`src/rtl/pipelined_alu_core_if.sv`:
```
// pipelined_alu_core_if: instruction intake, load port and commit bus of pipelined_alu_core
interface pipelined_alu_core_if #(
  parameter int XLEN = 32,
  parameter int REG_AW = 5
);
  logic [31:0] instruction;
  logic inst_valid;
  logic inst_ready;
  logic [XLEN-1:0] data_in;
  logic data_in_valid;
  logic load_req;
  logic [XLEN-1:0] load_addr;
  logic [XLEN-1:0] result;
  logic [REG_AW-1:0] result_rd;
  logic result_valid;
  modport master (
    output instruction, inst_valid, data_in, data_in_valid,
    input inst_ready, load_req, load_addr, result, result_rd, result_valid
  );
  modport slave (
    input instruction, inst_valid, data_in, data_in_valid,
    output inst_ready, load_req, load_addr, result, result_rd, result_valid
  );
endinterface

```
`src/rtl/pipelined_alu_core.sv`:
```
// pipelined_alu_core: 3-stage ID/EX/MEM ALU core with load stall; define FORWARDING_EN for operand bypassing
module pipelined_alu_core #(
  parameter int XLEN = 32,
  parameter int REG_AW = 5
) (
  input logic clk,
  input logic reset,
  pipelined_alu_core_if.slave bus
);
  localparam int NREGS = 2 ** REG_AW;
  localparam logic [3:0] OP_ADD = 4'd0;
  localparam logic [3:0] OP_SUB = 4'd1;
  localparam logic [3:0] OP_AND = 4'd2;
  localparam logic [3:0] OP_LOAD = 4'd3;
  localparam logic [3:0] OP_OR = 4'd4;
  localparam logic [3:0] OP_XOR = 4'd5;
  function automatic logic f_wr(input logic [3:0] op);
    return op < 4'd6;
  endfunction
  function automatic logic f_alu(input logic [3:0] op);
    return op < 4'd6 && op != OP_LOAD;
  endfunction
  logic [XLEN-1:0] r_rf [NREGS];
  logic r_id_v, r_ex_v, r_mem_v, r_result_valid;
  logic [3:0] r_id_op, r_ex_op, r_mem_op;
  logic [REG_AW-1:0] r_id_rs, r_id_rt, r_id_rd, r_ex_rd, r_mem_rd, r_result_rd;
  logic [XLEN-1:0] r_ex_a, r_ex_b, r_mem_val, r_mem_a, r_result;
  logic w_lstall, w_wr, w_haz, w_ready, w_use_rs, w_use_rt, w_ex_hit, w_unused;
  logic [XLEN-1:0] w_mem_val, w_ex_res, w_rf_a, w_rf_b, w_op_a, w_op_b;
  assign w_unused = ^{bus.instruction[27:26], bus.instruction[10:0]};
  assign w_lstall = r_mem_v && r_mem_op == OP_LOAD && !bus.data_in_valid;
  assign w_wr = r_mem_v && !w_lstall && f_wr(r_mem_op);
  assign w_mem_val = r_mem_op == OP_LOAD ? bus.data_in : r_mem_val;
  assign w_use_rs = r_id_v && f_wr(r_id_op) && r_id_rs != '0;
  assign w_use_rt = r_id_v && f_alu(r_id_op) && r_id_rt != '0;
  assign w_ex_hit = r_ex_v && f_wr(r_ex_op) &&
                    ((w_use_rs && r_ex_rd == r_id_rs) || (w_use_rt && r_ex_rd == r_id_rt));
  assign w_ready = !w_lstall && !w_haz;
  assign w_ex_res = r_ex_op == OP_ADD ? r_ex_a + r_ex_b :
                    r_ex_op == OP_SUB ? r_ex_a - r_ex_b :
                    r_ex_op == OP_AND ? r_ex_a & r_ex_b :
                    r_ex_op == OP_OR  ? r_ex_a | r_ex_b :
                    r_ex_op == OP_XOR ? r_ex_a ^ r_ex_b : '0;
  // write-through: a value committing on this edge is visible to the ID read
  assign w_rf_a = r_id_rs == '0 ? '0 : (w_wr && r_mem_rd == r_id_rs) ? w_mem_val : r_rf[r_id_rs];
  assign w_rf_b = r_id_rt == '0 ? '0 : (w_wr && r_mem_rd == r_id_rt) ? w_mem_val : r_rf[r_id_rt];
`ifdef FORWARDING_EN
  assign w_haz = w_ex_hit && r_ex_op == OP_LOAD;
  assign w_op_a = (r_ex_v && f_wr(r_ex_op) && r_ex_rd == r_id_rs && r_id_rs != '0) ? w_ex_res :
                  (r_mem_v && f_wr(r_mem_op) && r_mem_rd == r_id_rs && r_id_rs != '0) ? w_mem_val : w_rf_a;
  assign w_op_b = (r_ex_v && f_wr(r_ex_op) && r_ex_rd == r_id_rt && r_id_rt != '0) ? w_ex_res :
                  (r_mem_v && f_wr(r_mem_op) && r_mem_rd == r_id_rt && r_id_rt != '0) ? w_mem_val : w_rf_b;
`else
  assign w_haz = w_ex_hit || (r_mem_v && f_wr(r_mem_op) &&
                 ((w_use_rs && r_mem_rd == r_id_rs) || (w_use_rt && r_mem_rd == r_id_rt)));
  assign w_op_a = w_rf_a;
  assign w_op_b = w_rf_b;
`endif
  always_ff @(posedge clk) begin
    if (reset) begin
      r_id_v <= 1'b0;
      r_ex_v <= 1'b0;
      r_mem_v <= 1'b0;
      r_id_op <= '0;
      r_id_rs <= '0;
      r_id_rt <= '0;
      r_id_rd <= '0;
      r_ex_op <= '0;
      r_ex_rd <= '0;
      r_ex_a <= '0;
      r_ex_b <= '0;
      r_mem_op <= '0;
      r_mem_rd <= '0;
      r_mem_val <= '0;
      r_mem_a <= '0;
      r_result <= '0;
      r_result_rd <= '0;
      r_result_valid <= 1'b0;
      for (int i = 0; i < NREGS; i++) r_rf[i] <= '0;
    end else begin
      r_result_valid <= w_wr;
      if (w_wr) begin
        r_result <= w_mem_val;
        r_result_rd <= r_mem_rd;
      end
      if (w_wr && r_mem_rd != '0) r_rf[r_mem_rd] <= w_mem_val;
      if (!w_lstall) begin
        r_mem_v <= r_ex_v;
        r_mem_op <= r_ex_op;
        r_mem_rd <= r_ex_rd;
        r_mem_val <= w_ex_res;
        r_mem_a <= r_ex_a;
        r_ex_v <= r_id_v && !w_haz;
        r_ex_op <= r_id_op;
        r_ex_rd <= r_id_rd;
        r_ex_a <= w_op_a;
        r_ex_b <= w_op_b;
      end
      if (w_ready) begin
        r_id_v <= bus.inst_valid;
        r_id_op <= bus.instruction[31:28];
        r_id_rs <= bus.instruction[21 +: REG_AW];
        r_id_rt <= bus.instruction[16 +: REG_AW];
        r_id_rd <= bus.instruction[11 +: REG_AW];
      end
    end
  end
  assign bus.inst_ready = w_ready;
  assign bus.load_req = r_mem_v && r_mem_op == OP_LOAD;
  assign bus.load_addr = r_mem_a;
  assign bus.result = r_result;
  assign bus.result_rd = r_result_rd;
  assign bus.result_valid = r_result_valid;
endmodule

```
`src/flat_wrapper.sv`:
```
// flat-port wrapper written by rule: the top's interface ports become plain ports
module pipelined_alu_core_flat 
#(
  parameter int XLEN = 32,
  parameter int REG_AW = 5
)
  (clk, reset, bus_instruction, bus_inst_valid, bus_data_in, bus_data_in_valid, bus_inst_ready, bus_load_req, bus_load_addr, bus_result, bus_result_rd, bus_result_valid);
  pipelined_alu_core_if #(.XLEN(XLEN), .REG_AW(REG_AW)) bus_i ();
  input logic clk;
  input logic reset;
  input wire logic [$bits(bus_i.instruction)-1:0] bus_instruction;
  input wire logic [$bits(bus_i.inst_valid)-1:0] bus_inst_valid;
  input wire logic [$bits(bus_i.data_in)-1:0] bus_data_in;
  input wire logic [$bits(bus_i.data_in_valid)-1:0] bus_data_in_valid;
  output wire logic [$bits(bus_i.inst_ready)-1:0] bus_inst_ready;
  output wire logic [$bits(bus_i.load_req)-1:0] bus_load_req;
  output wire logic [$bits(bus_i.load_addr)-1:0] bus_load_addr;
  output wire logic [$bits(bus_i.result)-1:0] bus_result;
  output wire logic [$bits(bus_i.result_rd)-1:0] bus_result_rd;
  output wire logic [$bits(bus_i.result_valid)-1:0] bus_result_valid;
  assign bus_i.instruction = bus_instruction;
  assign bus_i.inst_valid = bus_inst_valid;
  assign bus_i.data_in = bus_data_in;
  assign bus_i.data_in_valid = bus_data_in_valid;
  assign bus_inst_ready = bus_i.inst_ready;
  assign bus_load_req = bus_i.load_req;
  assign bus_load_addr = bus_i.load_addr;
  assign bus_result = bus_i.result;
  assign bus_result_rd = bus_i.result_rd;
  assign bus_result_valid = bus_i.result_valid;
  pipelined_alu_core #(.XLEN(XLEN), .REG_AW(REG_AW)) u_core (.clk(clk), .reset(reset), .bus(bus_i));
endmodule
```
`config.mk`:
```
export PLATFORM = sky130hd
export DESIGN_NAME = pipelined_alu_core_flat
export DESIGN_NICKNAME = d
export VERILOG_FILES = /design/src/rtl/pipelined_alu_core_if.sv /design/src/rtl/pipelined_alu_core.sv /design/src/flat_wrapper.sv
export SDC_FILE = /design/constraint.sdc
export NUM_CORES = 2
export LEC_CHECK = 0
export CORE_ASPECT_RATIO = 1.2
export CORE_MARGIN = 5
export CORE_UTILIZATION = 55
export CTS_BUF_LIST = sky130_fd_sc_hd__clkbuf_4 sky130_fd_sc_hd__clkbuf_8
export CTS_CLUSTER_DIAMETER = 50
export CTS_CLUSTER_SIZE = 16
export DETAILED_ROUTE_END_ITERATION = 6
export HOLD_SLACK_MARGIN = 0.02
export PLACE_DENSITY = 0.76
export SLEW_MARGIN = 5
export SYNTH_ARGS = -nofsm -noshare
export SYNTH_HDL_FRONTEND = slang
export SYNTH_SLANG_ARGS = --single-unit
export TNS_END_PERCENT = 1
```
`constraint.sdc`:
```
create_clock -name clk -period 4.36 [get_ports clk]
set_input_delay 1.308 -clock clk [delete_from_list [all_inputs] [get_ports clk]]
set_output_delay 1.308 -clock clk [all_outputs]
set_load 0.02 [all_outputs]
```
== Yosys cells after proc, flatten, opt, wreduce, memory -nomap -nowiden ==
Memory sizes are Yosys's and may differ from the RTL's. A register that Yosys moved wholly into a read port is not among the register bits.
Index checks and enable logic that the tools add are counted.

* Add/subtract/negate cells: 2
* Order comparisons: 3
* Eq/ne operators: 10
* Muxes and demuxes: 22
* Bitwise operators: 3
* Reductions and logical operators: 35

{| class="wikitable"
|+ Operators by type and width
! operator !! count
|-
| $mux 32 || 11
|-
| $add 32x32->32 || 1
|-
| $and 32x32->32 || 1
|-
| $or 32x32->32 || 1
|-
| $reduce_or 32->1 || 1
|-
| $sub 32x32->32 || 1
|-
| $xor 32x32->32 || 1
|-
| $mux 5 || 5
|-
| $logic_and 1x1->1 || 22
|-
| $eq 5x5->1 || 4
|-
| $reduce_bool 5->1 || 3
|-
| $lt 4x3->1 const B || 3
|-
| $logic_not 5->1 || 2
|-
| $eq 4x2->1 const B || 2
|-
| $eq 4x3->1 const B || 2
|-
| $mux 1 || 6
|-
| $eq 4x1->1 const B || 1
|-
| $logic_not 4->1 || 1
|-
| $ne 4x2->1 const B || 1
|-
| $logic_not 1->1 || 3
|-
| $logic_or 1x1->1 || 3
|}

* Flip-flop bits (word level): 206
* Bits in writable memories: 1024
* Bits of input ports: 68
* Output and inout port bits: 72
* Logic and storage cells: 94
* Memories: 1

{| class="wikitable"
|+ Memory list
! memory !! depth !! bits a word !! read ports !! clocked after Yosys merged registers in !! write ports !! line !! text
|-
| u_core.r_rf || 32 || 32 || 2 || 2 || 32 || pipelined_alu_core.sv:23 || <nowiki>logic [XLEN-1:0] r_rf [NREGS];</nowiki>
|}

== Depth between registers and ports, before layout ==
* Depth after elaboration: 12
* Gate-level depth with buffers: 13

== Worst setup path after synthesis ==
OpenSTA, ideal clock, no wires.

* Path type: input -> register
* Start point: input bus_data_in_valid
* End point: memory u_core.r_rf[2][0], enable pin
* Setup time: 0.389 ns
* Data arrival time: 3.401 ns
* Data required time: 3.971 ns
* Setup slack: 0.569 ns
* Stages: 9
* Buffers on the path: 2
* Cell sequence: nand2b_1 > buf_2 > nand2_1 > nor2_1 > nand2_1 > nor2_1 > nand2_1 > clkbuf_1 > nand2_1

{| class="wikitable"
|+ RTL lines
! item !! line !! text
|-
| from (decl) || flat_wrapper.sv:14 || <nowiki>input wire logic [$bits(bus_i.data_in_valid)-1:0] bus_data_in_valid;</nowiki>
|-
| to (decl) || pipelined_alu_core.sv:23 ||
|}

== Worst setup path in the final report ==
* Start point: register u_core.r_id_rs[0]
* End point: output bus_inst_ready

* Cells in the longest elaborated chain, start to end: 8
* Elaborated cells between the ends (all ways): 13
* Those cells by class: eq/ne: 2; reduce/logical: 11

{| class="wikitable"
|+ RTL lines
! item !! line !! text
|-
| from (decl) || pipelined_alu_core.sv:26 || <nowiki>logic [REG_AW-1:0] r_id_rs, r_id_rt, r_id_rd, r_ex_rd, r_mem_rd, r_result_rd;</nowiki>
|-
| from (signal assigned) || pipelined_alu_core.sv:102 || <nowiki>r_id_rs <= bus.instruction[21 +: REG_AW];</nowiki>
|-
| $reduce_bool 5->1 || pipelined_alu_core.sv:34 || <nowiki>assign w_use_rs = r_id_v && f_wr(r_id_op) && r_id_rs != '0;</nowiki>
|-
| $logic_and 1x1->1 || pipelined_alu_core.sv:34 ||
|-
| $logic_and 1x1->1 (on tied branches) || pipelined_alu_core.sv:37, pipelined_alu_core.sv:55 ||
|-
| $logic_or 1x1->1 (on tied branches) || pipelined_alu_core.sv:37, pipelined_alu_core.sv:55 ||
|-
| $logic_and 1x1->1 (on tied branches) || pipelined_alu_core.sv:36, pipelined_alu_core.sv:54 ||
|-
| $logic_or 1x1->1 * || pipelined_alu_core.sv:54 || <nowiki>assign w_haz = w_ex_hit || (r_mem_v && f_wr(r_mem_op) &&</nowiki>
|-
| $logic_not 1->1 * || pipelined_alu_core.sv:38 || <nowiki>assign w_ready = !w_lstall && !w_haz;</nowiki>
|-
| $logic_and 1x1->1 * || pipelined_alu_core.sv:38 ||
|-
| to (decl) || flat_wrapper.sv:15 || <nowiki>output wire logic [$bits(bus_i.inst_ready)-1:0] bus_inst_ready;</nowiki>
|}

Every way passes the cells marked *; elsewhere a longest branch is shown, timed or not.

==> metrics.md <==
| Metric | Value |
|---|---|
| Net Switching | 0.00741 W |
| Number of global-route vias before repair | 46200 |
| Final wirelength | 203 mm |
| Clock sink total | 1240 |
| Setup-failing EPs final | 0 |
| Worst setup EP type | output port |
| Port Buffer Count | 126 |
| Multi-input logic area | 28100 um2 |
| Seq pwr share | 0.533 |
| Die ar. | 125000 um2 |
| R2R Path Start | u_core.r_ex_b[1] |
| Clock Tree Root | clkbuf_8 |
| Final core utilization | 0.614 |
| CTS max path bufs | 3 |
| Hold WS | 0.454 ns |
| Post-synth EDFFs | 1024 |
| Peak per-stage delay on the critical path | 0.55 ns |
| Die X-Extent | 323 um |
| R2R setup slack | 0.51 ns |
| CTS tree | yes |
| Cells after Synth | 4927 |
| Initial cell density of the core | 0.552 |
| Crit path required time | 3.05 ns |
| Met1 Use GR | 0.381 |
| Setup TNS | 0 ns |
| GRT Residual Overflow | 0 |
| All-layer global routing usage | 0.326 |
| Leak | 23.7 nW |
| Buffer count from post-CTS setup fixing | 0 |
| Ys async rst share | 0 |
| Vias | 45200 |
| Synthesis Warnings | 0 |
| # placed instances | 6392 |
| Reg clk slew, reported paths | 0.10 ns |
| Int Pwr | 0.0182 W |
| Worst hold path cell count | 2 |
| CTS buffer count | 109 |
| Max IR drop VDD | 0.284 mV |
| Placed Area | 69700 um2 |
| Sink of the worst hold path | u_core.bus.load_addr[18] |
| Outcome | finished clean |
| Worst-margin pin slew | 1.13 ns |
| R2R depth | 11 |
| Fin. max-slew vios | 0 |
| Busiest grt layer | met2 |
| Crit-path cells | or4_1 -> nor2_2 -> nand4bb_1 -> nor4_1 -> o21ai_0 -> nand3_1 -> inv_2 -> buf_12 -> clkdlybuf4s15_2 |
| Dominant synthesized flop cell | edfxtp_1 |
| Critical path type | flop to output port |
| Critical Path Start Type | flop |
| Sequential fraction of the synthesis area | 0.541 |
| Yosys top cell area share | 0.475 |
| First-pass GRT wire length | 297 mm |
| Power share of the clock group | 0.285 |
| Switching Share | 0.289 |
| Row count | 138 |
| Vias per cell | 6.86 |
| Comb pwr share | 0.182 |
| Sequential Area | 35100 um2 |
| Number of antenna violations at the first check in global routing | 13 |
| Hold_sp | u_core.bus.load_addr[18] |
| Most frequent cells in the layout | nor2_1 (1201), edfxtp_1 (1024), mux4_2 (640), nand2_1 (266), dfxtp_1 (204) |
| FILL cells | 8617 |
| Worst-path maximum fanout | 12 |
| Post-synthesis cell type count | 86 |
| # H-tree levels | 3 |
| Final period utilization | 0.967 |
| Seq cells post-synth | 1240 |
| Layout area overhead | 11.2% |
| Pre-antenna DRT Iters | 7 |
| Synth area leader | edfxtp_1 |
| Die height | 386 um |
| Slew margin rel. | 0.246 |
| Nets | 5128 |
| Core box area | 117000 um2 |
| HPWL after DPL | 132 mm |
| Max Clock Skew | 0.0448 ns |
| Largest net degree at the start of global routing | 102 |
| Endpoints failing hold | 0 |
| Worst EP arrival | 2.91 ns |
| Cts hold-fix bufs | 0 |
| Most common cell after layout, fill and taps aside | nor2_1 |
| Mean Syn Cell Area | 13.1 um2 |
| Fin cells | 6587 |
| Gpl congestion | 0.949 |
| Synthesized area | 64800 um2 |
| Final Cell Area | 72100 um2 |
| Clock Latency Late Sink | 0.85 ns |
| Synth area leaders | edfxtp_1 (47%), mux4_2 (22%), nor2_1 (7.0%) |
| Pwr dens | 356 nW/um2 |
| Min-delay worst type | flop to flop |
| Drt drc | 0 |
| Layout cell share with drive strength beyond 1 | 0.249 |
| Fin crit period | 4.22 ns |
| DR iter-0 viols | 6253 |
| Met2 usage | 0.546 |
| Detail Route Antenna Nets | 0 |
| CP max-delay cell | or4_1 |
| Top Ports | 140 |
| Met3 Track Usage GR | 0.0753 |
| Max_cap viols | 0 |
| Max frequency | 237 MHz |
| Wire per inst | 30.8 um |
| Worst R2R End | u_core.r_mem_val[17] |
==> registers in the layout, summed over array words and instances, names as in the netlist, named ones only <==
name                     flops
u_core.r_mem_v               1
u_core.r_ex_rd               5
u_core.bus.result           32
u_core.bus.result_valid      1
u_core.r_mem_op              4
u_core.r_ex_v                1
u_core.r_ex_a               32
u_core.bus.load_addr        32
u_core.bus.result_rd         5
u_core.r_id_rs               5
u_core.r_id_rt               5
u_core.r_id_v                1
u_core.r_ex_op               4
u_core.r_mem_val            32
u_core.r_id_rd               5
u_core.r_id_op               4
u_core.r_rf               1024
u_core.r_ex_b               32
u_core.r_mem_rd              5
==> Yosys cell counts (all sizes together), types with 5 or more instances <==
cell type  number
a211oi         49
a21o            8
a21oi         178
a221oi         11
a22oi          84
a311oi          5
a31oi           7
and3            8
buf           115
clkbuf        365
dfxtp         216
edfxtp       1024
ha             95
inv           100
mux2           64
mux2i          39
mux4          640
nand2         309
nand2b         13
nand3          16
nand4           5
nor2         1203
nor3           34
nor3b           6
nor4           20
o2111ai         5
o211ai         15
o21a            5
o21ai         124
o21bai         13
o31ai          15
or3            12
or4             7
xnor2          38
xor2           10
==> cell type report <==
| type | count | area share |
|---|---|---|
| Sequential cell | 1240 | 0.487 |
| Multi-Input combinational cell | 3136 | 0.390 |
| Timing Repair Buffer | 374 | 0.0587 |
| Tap cell | 1540 | 0.0267 |
| Clock buffer | 120 | 0.0223 |
| Clock inverter | 69 | 0.00966 |
| Inverter | 102 | 0.00531 |
| Antenna cell | 6 | 0.000208 |
==> cell families after synthesis <==
group | share of synthesized area
AOI/OAI and AO/OA | 0.0566
xor gates and xnor gates | 0.00649
adders and majority gates | 0.0190
buffers and inverters | 0.0356
DFF | 0.541
muxes | 0.240
other | 0.0000579
and+or+nand+nor | 0.101
==> repair_timing <==
action	in CTS	in global routing
resized for setup	3	5
endpoints found under the setup margin	1	1
endpoints found under the hold margin	0	0
pin swaps	0	0
==> worst max-delay path, delay by kind of cell, from the launching register on <==
family / cells / cell delay [ns]
AOI/OAI and AO/OA: 1 / 0.16
buffers and inverters: 3 / 0.49
DFF: 1 / 0.36
and+or+nand+nor: 5 / 1.06
==> layer usage <==
layer | part of all wire | vias to the layer above
met2 | 0.49 | 3410
met3 | 0.12 | 860
met1 | 0.31 | 22400
li1 | - | 18500
met4 | 0.076 | 6
met5 | 0.00020 | -
==> stage by stage <==
stage                     power [W]  setup slack (ns)
after floorplan              0.0167             0.569
after global placement       0.0184           -0.0637
after detailed placement     0.0185           -0.0684
after CTS                    0.0256         0.0000340
after global routing         0.0265          -0.00236
final                        0.0256             0.142
==> power groups by stage <==
stage / registers [W] / logic (W) / clock network, W
after floorplan: 0.0138 / 0.00297 / 0
final: 0.0137 / 0.00466 / 0.00730
after global placement: 0.0139 / 0.00451 / 0
after global routing: 0.0137 / 0.00490 / 0.00786
after CTS: 0.0137 / 0.00457 / 0.00735
after detailed placement: 0.0139 / 0.00455 / 0
==> how the worst max path moves through the flow <==
stage / startpoint / end / slack (ns)
2_1_floorplan: bus_data_in_valid / u_core.r_rf[2][0] / 0.57
3_3_place_gp: bus_data_in_valid / bus_inst_ready / -0.06
3_5_place_dp: bus_data_in_valid / bus_inst_ready / -0.07
4_1_cts: u_core.r_id_rs[0] / bus_inst_ready / 0.00003
5_1_grt: u_core.r_id_rs[0] / bus_inst_ready / -0.002
6_report: u_core.r_id_rs[0] / bus_inst_ready / 0.14
Note: power is estimated with default switching activity, not from simulation.
